## config.mk

```make
export PLATFORM = sky130hd
export DESIGN_NAME = reg_file_sb_flat
export DESIGN_NICKNAME = d
export VERILOG_FILES = /design/src/rtl/reg_file_sb_if.sv /design/src/rtl/reg_file_sb.sv /design/src/flat_wrapper.sv
export SDC_FILE = /design/constraint.sdc
export NUM_CORES = 2
export LEC_CHECK = 0
export CORE_ASPECT_RATIO = 1.5
export CORE_MARGIN = 2
export CORE_UTILIZATION = 41
export DETAILED_ROUTE_END_ITERATION = 6
export PLACE_DENSITY_LB_ADDON = 0.15
export SLEW_MARGIN = 20
export SYNTH_ARGS = -nofsm -noshare
export SYNTH_HDL_FRONTEND = slang
export SYNTH_SLANG_ARGS = --single-unit
```

## constraint.sdc

```tcl
create_clock -name clk -period 2.9 [get_ports clk]
set_input_delay 0.29 -clock clk [delete_from_list [all_inputs] [get_ports clk]]
set_output_delay 0.29 -clock clk [all_outputs]
set_load 0.005 [all_outputs]
```

## src/rtl/reg_file_sb_if.sv

```systemverilog
// Port bundle for reg_file_sb: read ports, write ports, allocation request and busy vector.
// The slave modport is the register file's view; the master modport is the issuing logic's view.
interface reg_file_sb_if #(
  parameter int NUM_RD   = 2,
  parameter int NUM_WR   = 2,
  parameter int DATA_W   = 32,
  parameter int NUM_REGS = 32
);
  localparam int ADDR_W = (NUM_REGS > 1) ? $clog2(NUM_REGS) : 1;

  logic [NUM_RD-1:0]             rd_vld;
  logic [NUM_RD-1:0][ADDR_W-1:0] rd_addr;
  logic [NUM_RD-1:0][DATA_W-1:0] rd_data;
  logic [NUM_RD-1:0]             rd_busy;
  logic [NUM_WR-1:0]             wr_vld;
  logic [NUM_WR-1:0][ADDR_W-1:0] wr_addr;
  logic [NUM_WR-1:0][DATA_W-1:0] wr_data;
  logic                          alloc_vld;
  logic [ADDR_W-1:0]             alloc_addr;
  logic [NUM_REGS-1:0]           busy_vec;

  modport slave (
    input  rd_vld, rd_addr, wr_vld, wr_addr, wr_data, alloc_vld, alloc_addr,
    output rd_data, rd_busy, busy_vec
  );

  modport master (
    output rd_vld, rd_addr, wr_vld, wr_addr, wr_data, alloc_vld, alloc_addr,
    input  rd_data, rd_busy, busy_vec
  );
endinterface

```

## src/rtl/reg_file_sb.sv

```systemverilog
// Multi-port register file with a one-bit-per-register scoreboard (busy = result pending).
// Optional macro REG_FILE_SB_BYPASS_EN forwards same-cycle write data to the read ports.
module reg_file_sb #(
  parameter int NUM_RD   = 2,
  parameter int NUM_WR   = 2,
  parameter int DATA_W   = 32,
  parameter int NUM_REGS = 32
) (
  input  logic          clk,
  input  logic          resetn,
  reg_file_sb_if.slave  bus
);
  localparam int ADDR_W = (NUM_REGS > 1) ? $clog2(NUM_REGS) : 1;

  logic [DATA_W-1:0]   reg_data [NUM_REGS];
  logic [NUM_REGS-1:0] busy_bits;

  // Storage is flop-based: every register and busy bit must clear asynchronously.
  genvar gi;
  generate
    for (gi = 0; gi < NUM_REGS; gi++) begin : g_reg
      if (gi == 0) begin : g_zero
        assign reg_data[gi]  = '0;
        assign busy_bits[gi] = 1'b0;
      end else begin : g_store
        logic [DATA_W-1:0] data_reg;
        logic              busy_reg;
        logic [DATA_W-1:0] data_next;
        logic              wr_hit;
        logic              alloc_hit;

        // Later ports overwrite earlier ones, so the highest-indexed writer wins.
        always_comb begin
          wr_hit    = 1'b0;
          data_next = data_reg;
          for (int p = 0; p < NUM_WR; p++) begin
            if (bus.wr_vld[p] && (bus.wr_addr[p] == ADDR_W'(gi))) begin
              wr_hit    = 1'b1;
              data_next = bus.wr_data[p];
            end
          end
        end

        assign alloc_hit = bus.alloc_vld && (bus.alloc_addr == ADDR_W'(gi));

        // A new allocation outranks the completing write: the new producer still owes a value.
        always_ff @(posedge clk or negedge resetn) begin
          if (!resetn) begin
            data_reg <= '0;
            busy_reg <= 1'b0;
          end else begin
            if (wr_hit) begin
              data_reg <= data_next;
            end
            if (alloc_hit) begin
              busy_reg <= 1'b1;
            end else if (wr_hit) begin
              busy_reg <= 1'b0;
            end
          end
        end

        assign reg_data[gi]  = data_reg;
        assign busy_bits[gi] = busy_reg;
      end
    end

    for (gi = 0; gi < NUM_RD; gi++) begin : g_rd
      logic              rd_ok;
      logic [DATA_W-1:0] rd_val;
      logic              rd_pend;

      always_comb begin
        rd_val  = '0;
        rd_pend = 1'b0;
        rd_ok   = bus.rd_vld[gi] && (bus.rd_addr[gi] != '0) &&
                  (32'(bus.rd_addr[gi]) < NUM_REGS);
        if (rd_ok) begin
          rd_val  = reg_data[bus.rd_addr[gi]];
          rd_pend = busy_bits[bus.rd_addr[gi]];
`ifdef REG_FILE_SB_BYPASS_EN
          for (int p = 0; p < NUM_WR; p++) begin
            if (bus.wr_vld[p] && (bus.wr_addr[p] == bus.rd_addr[gi])) begin
              rd_val  = bus.wr_data[p];
              rd_pend = bus.alloc_vld && (bus.alloc_addr == bus.rd_addr[gi]);
            end
          end
`endif
        end
      end

      assign bus.rd_data[gi] = rd_val;
      assign bus.rd_busy[gi] = rd_pend;
    end
  endgenerate

  assign bus.busy_vec = busy_bits;
endmodule
```

## src/flat_wrapper.sv

```systemverilog
// flat-port wrapper written by rule: the top's interface ports become plain ports
module reg_file_sb_flat 
#(
  parameter int NUM_RD   = 2,
  parameter int NUM_WR   = 2,
  parameter int DATA_W   = 32,
  parameter int NUM_REGS = 32
)
  (clk, resetn, bus_rd_vld, bus_rd_addr, bus_wr_vld, bus_wr_addr, bus_wr_data, bus_alloc_vld, bus_alloc_addr, bus_rd_data, bus_rd_busy, bus_busy_vec);
  reg_file_sb_if #(.NUM_RD(NUM_RD), .NUM_WR(NUM_WR), .DATA_W(DATA_W), .NUM_REGS(NUM_REGS)) bus_i ();
  input  logic clk;
  input  logic resetn;
  input wire logic [$bits(bus_i.rd_vld)-1:0] bus_rd_vld;
  input wire logic [$bits(bus_i.rd_addr)-1:0] bus_rd_addr;
  input wire logic [$bits(bus_i.wr_vld)-1:0] bus_wr_vld;
  input wire logic [$bits(bus_i.wr_addr)-1:0] bus_wr_addr;
  input wire logic [$bits(bus_i.wr_data)-1:0] bus_wr_data;
  input wire logic [$bits(bus_i.alloc_vld)-1:0] bus_alloc_vld;
  input wire logic [$bits(bus_i.alloc_addr)-1:0] bus_alloc_addr;
  output wire logic [$bits(bus_i.rd_data)-1:0] bus_rd_data;
  output wire logic [$bits(bus_i.rd_busy)-1:0] bus_rd_busy;
  output wire logic [$bits(bus_i.busy_vec)-1:0] bus_busy_vec;
  assign bus_i.rd_vld = bus_rd_vld;
  assign bus_i.rd_addr = bus_rd_addr;
  assign bus_i.wr_vld = bus_wr_vld;
  assign bus_i.wr_addr = bus_wr_addr;
  assign bus_i.wr_data = bus_wr_data;
  assign bus_i.alloc_vld = bus_alloc_vld;
  assign bus_i.alloc_addr = bus_alloc_addr;
  assign bus_rd_data = bus_i.rd_data;
  assign bus_rd_busy = bus_i.rd_busy;
  assign bus_busy_vec = bus_i.busy_vec;
  reg_file_sb #(.NUM_RD(NUM_RD), .NUM_WR(NUM_WR), .DATA_W(DATA_W), .NUM_REGS(NUM_REGS)) u_core (.clk(clk), .resetn(resetn), .bus(bus_i));
endmodule
```

# Word-level counts from Yosys, hierarchy flattened
# Index checks and enable logic that the tools add are counted.
[op_classes]
eq_ne = 93
reduce_logical = 190
n_lt_le_gt_ge = 4
bitwise_logic = 2
muxes = 200
[op_table]
columns = ["operator", "count"]
rows = [
  ["two-way mux 32 bit", 68],
  ["binary-select mux 32 bit (select 5 bit)", 2],
  ["equality test 5 bit, second input constant", 48],
  ["two-way mux 1 bit", 128],
  ["nonzero test 2 bit", 62],
  ["equality test 5 x 4 -> 1 bit, second input constant", 24],
  ["logical AND 1 bit", 95],
  ["AND reduction 2 bit", 31],
  ["equality test 5 x 3 -> 1 bit, second input constant", 12],
  ["equality test 5 x 2 -> 1 bit, second input constant", 6],
  ["equality test 5 x 1 -> 1 bit, second input constant", 3],
  [">= comparator 6 bit, second input constant", 2],
  ["less-than comparator 5 x 6 -> 1 bit, second input constant", 2],
  ["inverter 5 -> 6 bit", 2],
  ["binary-select mux 1 bit (select 5 bit)", 2],
  ["nonzero test 5 bit", 2],
]
[totals]
inputBits = 96
ff_bits = 1023

# Logic depth before layout (Yosys ltp)
[depth]
ltp_word = 6
mapped_depth = 10
depth_no_buf = 5

# Least setup slack after synthesis
# Ideal clock, no wire load.
[synth_path]
kind = "input to output"
startpoint = "input bus_rd_addr[5]"
endpoint = "output bus_rd_busy[1]"
t_arrival_ns = 1.955
path_stages = 9
slack_ns = 0.655
path_buffers = 4
cell_sequence = "buf_4 -> buf_4 -> buf_2 -> mux4_2 -> mux2i_1 -> nor2_1 -> nor3_1 -> a21oi_1 -> buf_4"
[synth_between]
elab_chain_len = 3
word_cells_on_any_way = 5
cone_classes = "3 x mux; 2 x reduce/logical"
[synth_rtl]
columns = ["item", "line_no", "source"]
rows = [
  ["start: declaration", "flat_wrapper.sv:14", "input wire logic [$bits(bus_i.rd_addr)-1:0] bus_rd_addr;"],
  ["binary-select mux 1 bit (select 5 bit) / nonzero test 5 bit (equally long branches)", "reg_file_sb.sv:80, reg_file_sb.sv:76", ""],
  ["two-way mux 1 bit (not written as such) / logical AND 1 bit (equally long branches)", "reg_file_sb.sv:80, reg_file_sb.sv:76", ""],
  ["two-way mux 1 bit *", "reg_file_sb.sv:78", "if (rd_ok) begin"],
  ["end: declaration", "flat_wrapper.sv:21", "output wire logic [$bits(bus_i.rd_busy)-1:0] bus_rd_busy;"],
]
# Mark *: on every way between the ends. The rest lies on a longest branch, timed or not. The select of a mux whose other input is x is not followed.

# Worst setup path in the final report
[layout_path]
startpoint = "register u_core.g_reg[18].g_store.busy_reg"
endpoint = "output bus_rd_busy[0]"
[layout_between]
elab_chain_len = 3
[layout_rtl]
columns = ["item", "line_no", "source"]
rows = [
  ["start: declaration", "reg_file_sb.sv:27", "logic busy_reg;"],
  ["start signal: assignment", "reg_file_sb.sv:50", "busy_reg <= 1'b0;"],
  ["start signal: assignment", "reg_file_sb.sv:56", "busy_reg <= 1'b1;"],
  ["start signal: assignment", "reg_file_sb.sv:58", "busy_reg <= 1'b0;"],
  ["binary-select mux 1 bit (select 5 bit)", "reg_file_sb.sv:80", "rd_pend = busy_bits[bus.rd_addr[gi]];"],
  ["two-way mux 1 bit (not written as such)", "reg_file_sb.sv:80", ""],
  ["two-way mux 1 bit", "reg_file_sb.sv:78", ""],
]
# No other way between the ends. The select of a mux whose other input is x is not followed.

==> run summary <==
status: finished with violations
failing checks: setup timing
Seq pwr share: 41.5%
most frequent cells in the layout: mux2i_1 (1,070), dfrtp_1 (1,023), nand2_1 (582)
Min Hold Slack: 0.0915 ns
number of global-route vias before repair: 53,100
# IOs: 194
drt via density: 6.37
sw frac: 31.6%
max FFs per register: 992
Final Setup Violations: 8
worst path required time: 2.61 ns
Max Root-Sink Buffers: 3
Synth Register Bits: 1,023
Die Wd: 328 µm
routed len/inst: 32.7 µm
initial antenna violation count: 10
Slew @ Worst Pin: 1.18 ns
core area: 156,000 µm²
grt ovf: 0
Remaining DRCs: 0
Synth top area share: 39.8%
fin nets: 6,448
Layout area overhead: 20.9%
DR vias: 54,200
compound-cell area share of the yosys netlist: 11.5%
max-cap violations: 0
setup ws final: -0.0914 ns
Synth area leader: dfrtp_1
drt first-iter violations: 6,582
adder-cell share of the synthesized area: 0%
Finished Cell Area: 77,900 µm²
CTS tree: built
# fillers: 14,000
Psw: 16,100 µW
global routing usage on met1: 45.8%
Reg2Reg Depth: 3
combinational power share: 28.1%
reg-to-reg endpoint: u_core.g_reg[24].g_store.data_reg[30]
worst IR drop on VDD: 0.000481 V
Worst Setup SP: u_core.g_reg[18].g_store.busy_reg
critical path class: reg2out
slowest stage cell, crit path: mux4_2
Worst-Skew Late Latency: 0.75 ns
HP Class: in2async
Initial Utilization: 41.2%
reg2reg start: u_core.g_reg[24].g_store.data_reg[30]
DP HPWL: 178,000 µm
register area share after synthesis: 39.8%
total negative slack: -0.212 ns
first-pass GRT wire length: 398,000 µm
Critical Path AT: 2.70 ns
final max-slew violation count: 0
Worst-path clk slew: 0.06 ns
reg2reg setup slack: 1.98 ns
largest family of logic cells by synthesized area: multiplexers
Cell Int Power: 34,900 µW
crit share post-route: 103%
routing usage on met2: 52.4%
CP cell instances: mux4_2 -> a22oi_2 -> a31oi_1 -> buf_2
Synth Net Count: 6,288
CTS H-Tree Depth: 3
Most Crowded Layer GR: met2
Synth Area in XOR/XNOR: 0%
static leakage: 0.0344 µW
total wire length: 279,000 µm
RSZ-0062 raised after global routing: true
largest net degree at the start of global routing: 107
Fmax: 334 MHz
die extent in y: 489 µm
proportion of synthesized area in mux cells: 34.8%
crit-path max cell delay: 0.57 ns
Die Area: 160,000 µm²
met3 Resource Use GR: 7.70%
crit path capture type: output port
worst path bufs/invs: 1
Simple-Gate Fraction of Synth Area: 8.74%
Period minus WS final: 2.99 ns
number of CTS-inserted buffers: 108
overall routing resource usage: 34.4%
Worst Path Max Fanout: 4
I/O Buffers: 192
Largest delay share family, worst path: compound AO/OA/AOI/OAI gates
post-synth cell types: 48
Avg Cell Area, Syn: 10.4 µm²
clk sinks: 1,023
top post-synthesis cells by area: dfrtp_1 (40%), mux2i_1 (17%), mux4_2 (14%), a21oi_1 (4.2%), o21ai_0 (3.9%)
final RePlAce weighted congestion: 0.919
PwrDens: 656 nW/µm²
yosys warns: 0
dpl cell area: 72,700 µm²
CTS root buffer: clkbuf_16
Syn Inst Count: 6,192
Clk pwr share: 30.4%
Synth Cell Area: 64,400 µm²
Fin. Hold Viols: 0
worst relative slew slack: 21.3%
share of post-route cells with drive strength above 1: 26.5%
Routed Antenna Nets: 0
DRT Pass-1 Iters: 6
Worst Setup Start Kind: flop
most common library cell in the layout ignoring fill and taps: mux2i_1
clk_skew: 0 ns
num rows: 178
Yosys cell counts, drive strengths merged:
master   count
a32o         8
buf        282
nand4b       2
inv          3
a21oi      545
nand2b      23
a211oi       8
or2          4
nor3b        3
nand4        2
a311oi      12
mux2i     1082
a221oi     118
clkinv       1
o311ai       1
mux2       210
clkbuf     478
and3         7
dfrtp     1023
nand2      617
nor3        75
and2         7
conb         1
o221ai       3
a2111oi      3
nor2b       39
o21ai      505
a221o       12
o2bb2ai      7
nand3        5
mux4       409
or3          2
o311a        1
nor2       599
a22oi       33
a31oi       28
o22ai       26
nor4         8
logic make-up after synthesis:
logic type	after synthesis
DFF	1023
buffers and inverters	764
AOI/OAI and AO/OA	1310
muxes	1701
other	1
and+or+nand+nor	1393
worst register-to-register path: cells and delay by family (launching register included):
| family | cells | cell delay, ns |
|---|---|---|
| flops | 1 | 0.39 |
| buf+inv | 1 | 0.15 |
| mux | 1 | 0.13 |
| compound gates | 1 | 0.11 |
final cells by class:
| type | count | area, µm² | share of cell area (%) |
|---|---|---|---|
| multi-input cells | 4405 | 37100 | 47.6 |
| clock inverters | 51 | 626 | 0.803 |
| clock buffers | 151 | 3260 | 4.18 |
| well taps | 2070 | 2590 | 3.33 |
| repair buffers | 810 | 8710 | 11.2 |
| flip-flops and latches | 1023 | 25600 | 32.9 |
| inverters | 4 | 15.0 | 0.0193 |
| diodes | 3 | 7.51 | 0.00964 |
per-stage QoR:
stage	instances	utilization [%]	setup WS [ns]	total power, µW
4_1_cts	8506	49.7	-0.108	50800
6_report	8517	49.8	-0.0914	51100
3_3_place_gp	8278	46.5	-0.479	34300
2_1_floorplan	6192	-	0.655	29500
5_1_grt	8515	49.8	-0.0546	53200
3_5_place_dp	8278	46.5	-0.434	34800
metal layers:
layer	share of wire, %	wire length (µm)	up-vias
met3	9.8	27300	781
met4	6.1	17000	10
met5	0.024	67	-
met1	40	110000	27500
li1	-	-	22800
met2	44	124000	3122
repair_timing:
item,CTS,global route
hold buffers,1,0
setup endpoints to repair,66,52
buffers inserted,38,9
cloned,0,0
endpoints found under the hold margin,327,0
gates resized for setup,350,62
pin swaps,62,36
worst max-delay path by stage:
stage                           end  depth (start not counted)
floorplan            bus_rd_busy[1]                          9
global route        bus_rd_data[29]                          6
detailed placement  bus_rd_data[54]                         11
CTS                  bus_rd_data[4]                          7
finish               bus_rd_busy[0]                          4
global placement    bus_rd_data[19]                          9
power by group through the flow:
stage          clock (µW)  combinational (µW)  sequential [µW]
4_1_cts             15700               14100            21000
3_3_place_gp            0               13200            21100
5_1_grt             16200               15400            21600
2_1_floorplan           0                9350            20100
6_report            15500               14300            21200
3_5_place_dp            0               13500            21300
Note: power is estimated with default switching activity, not from simulation.
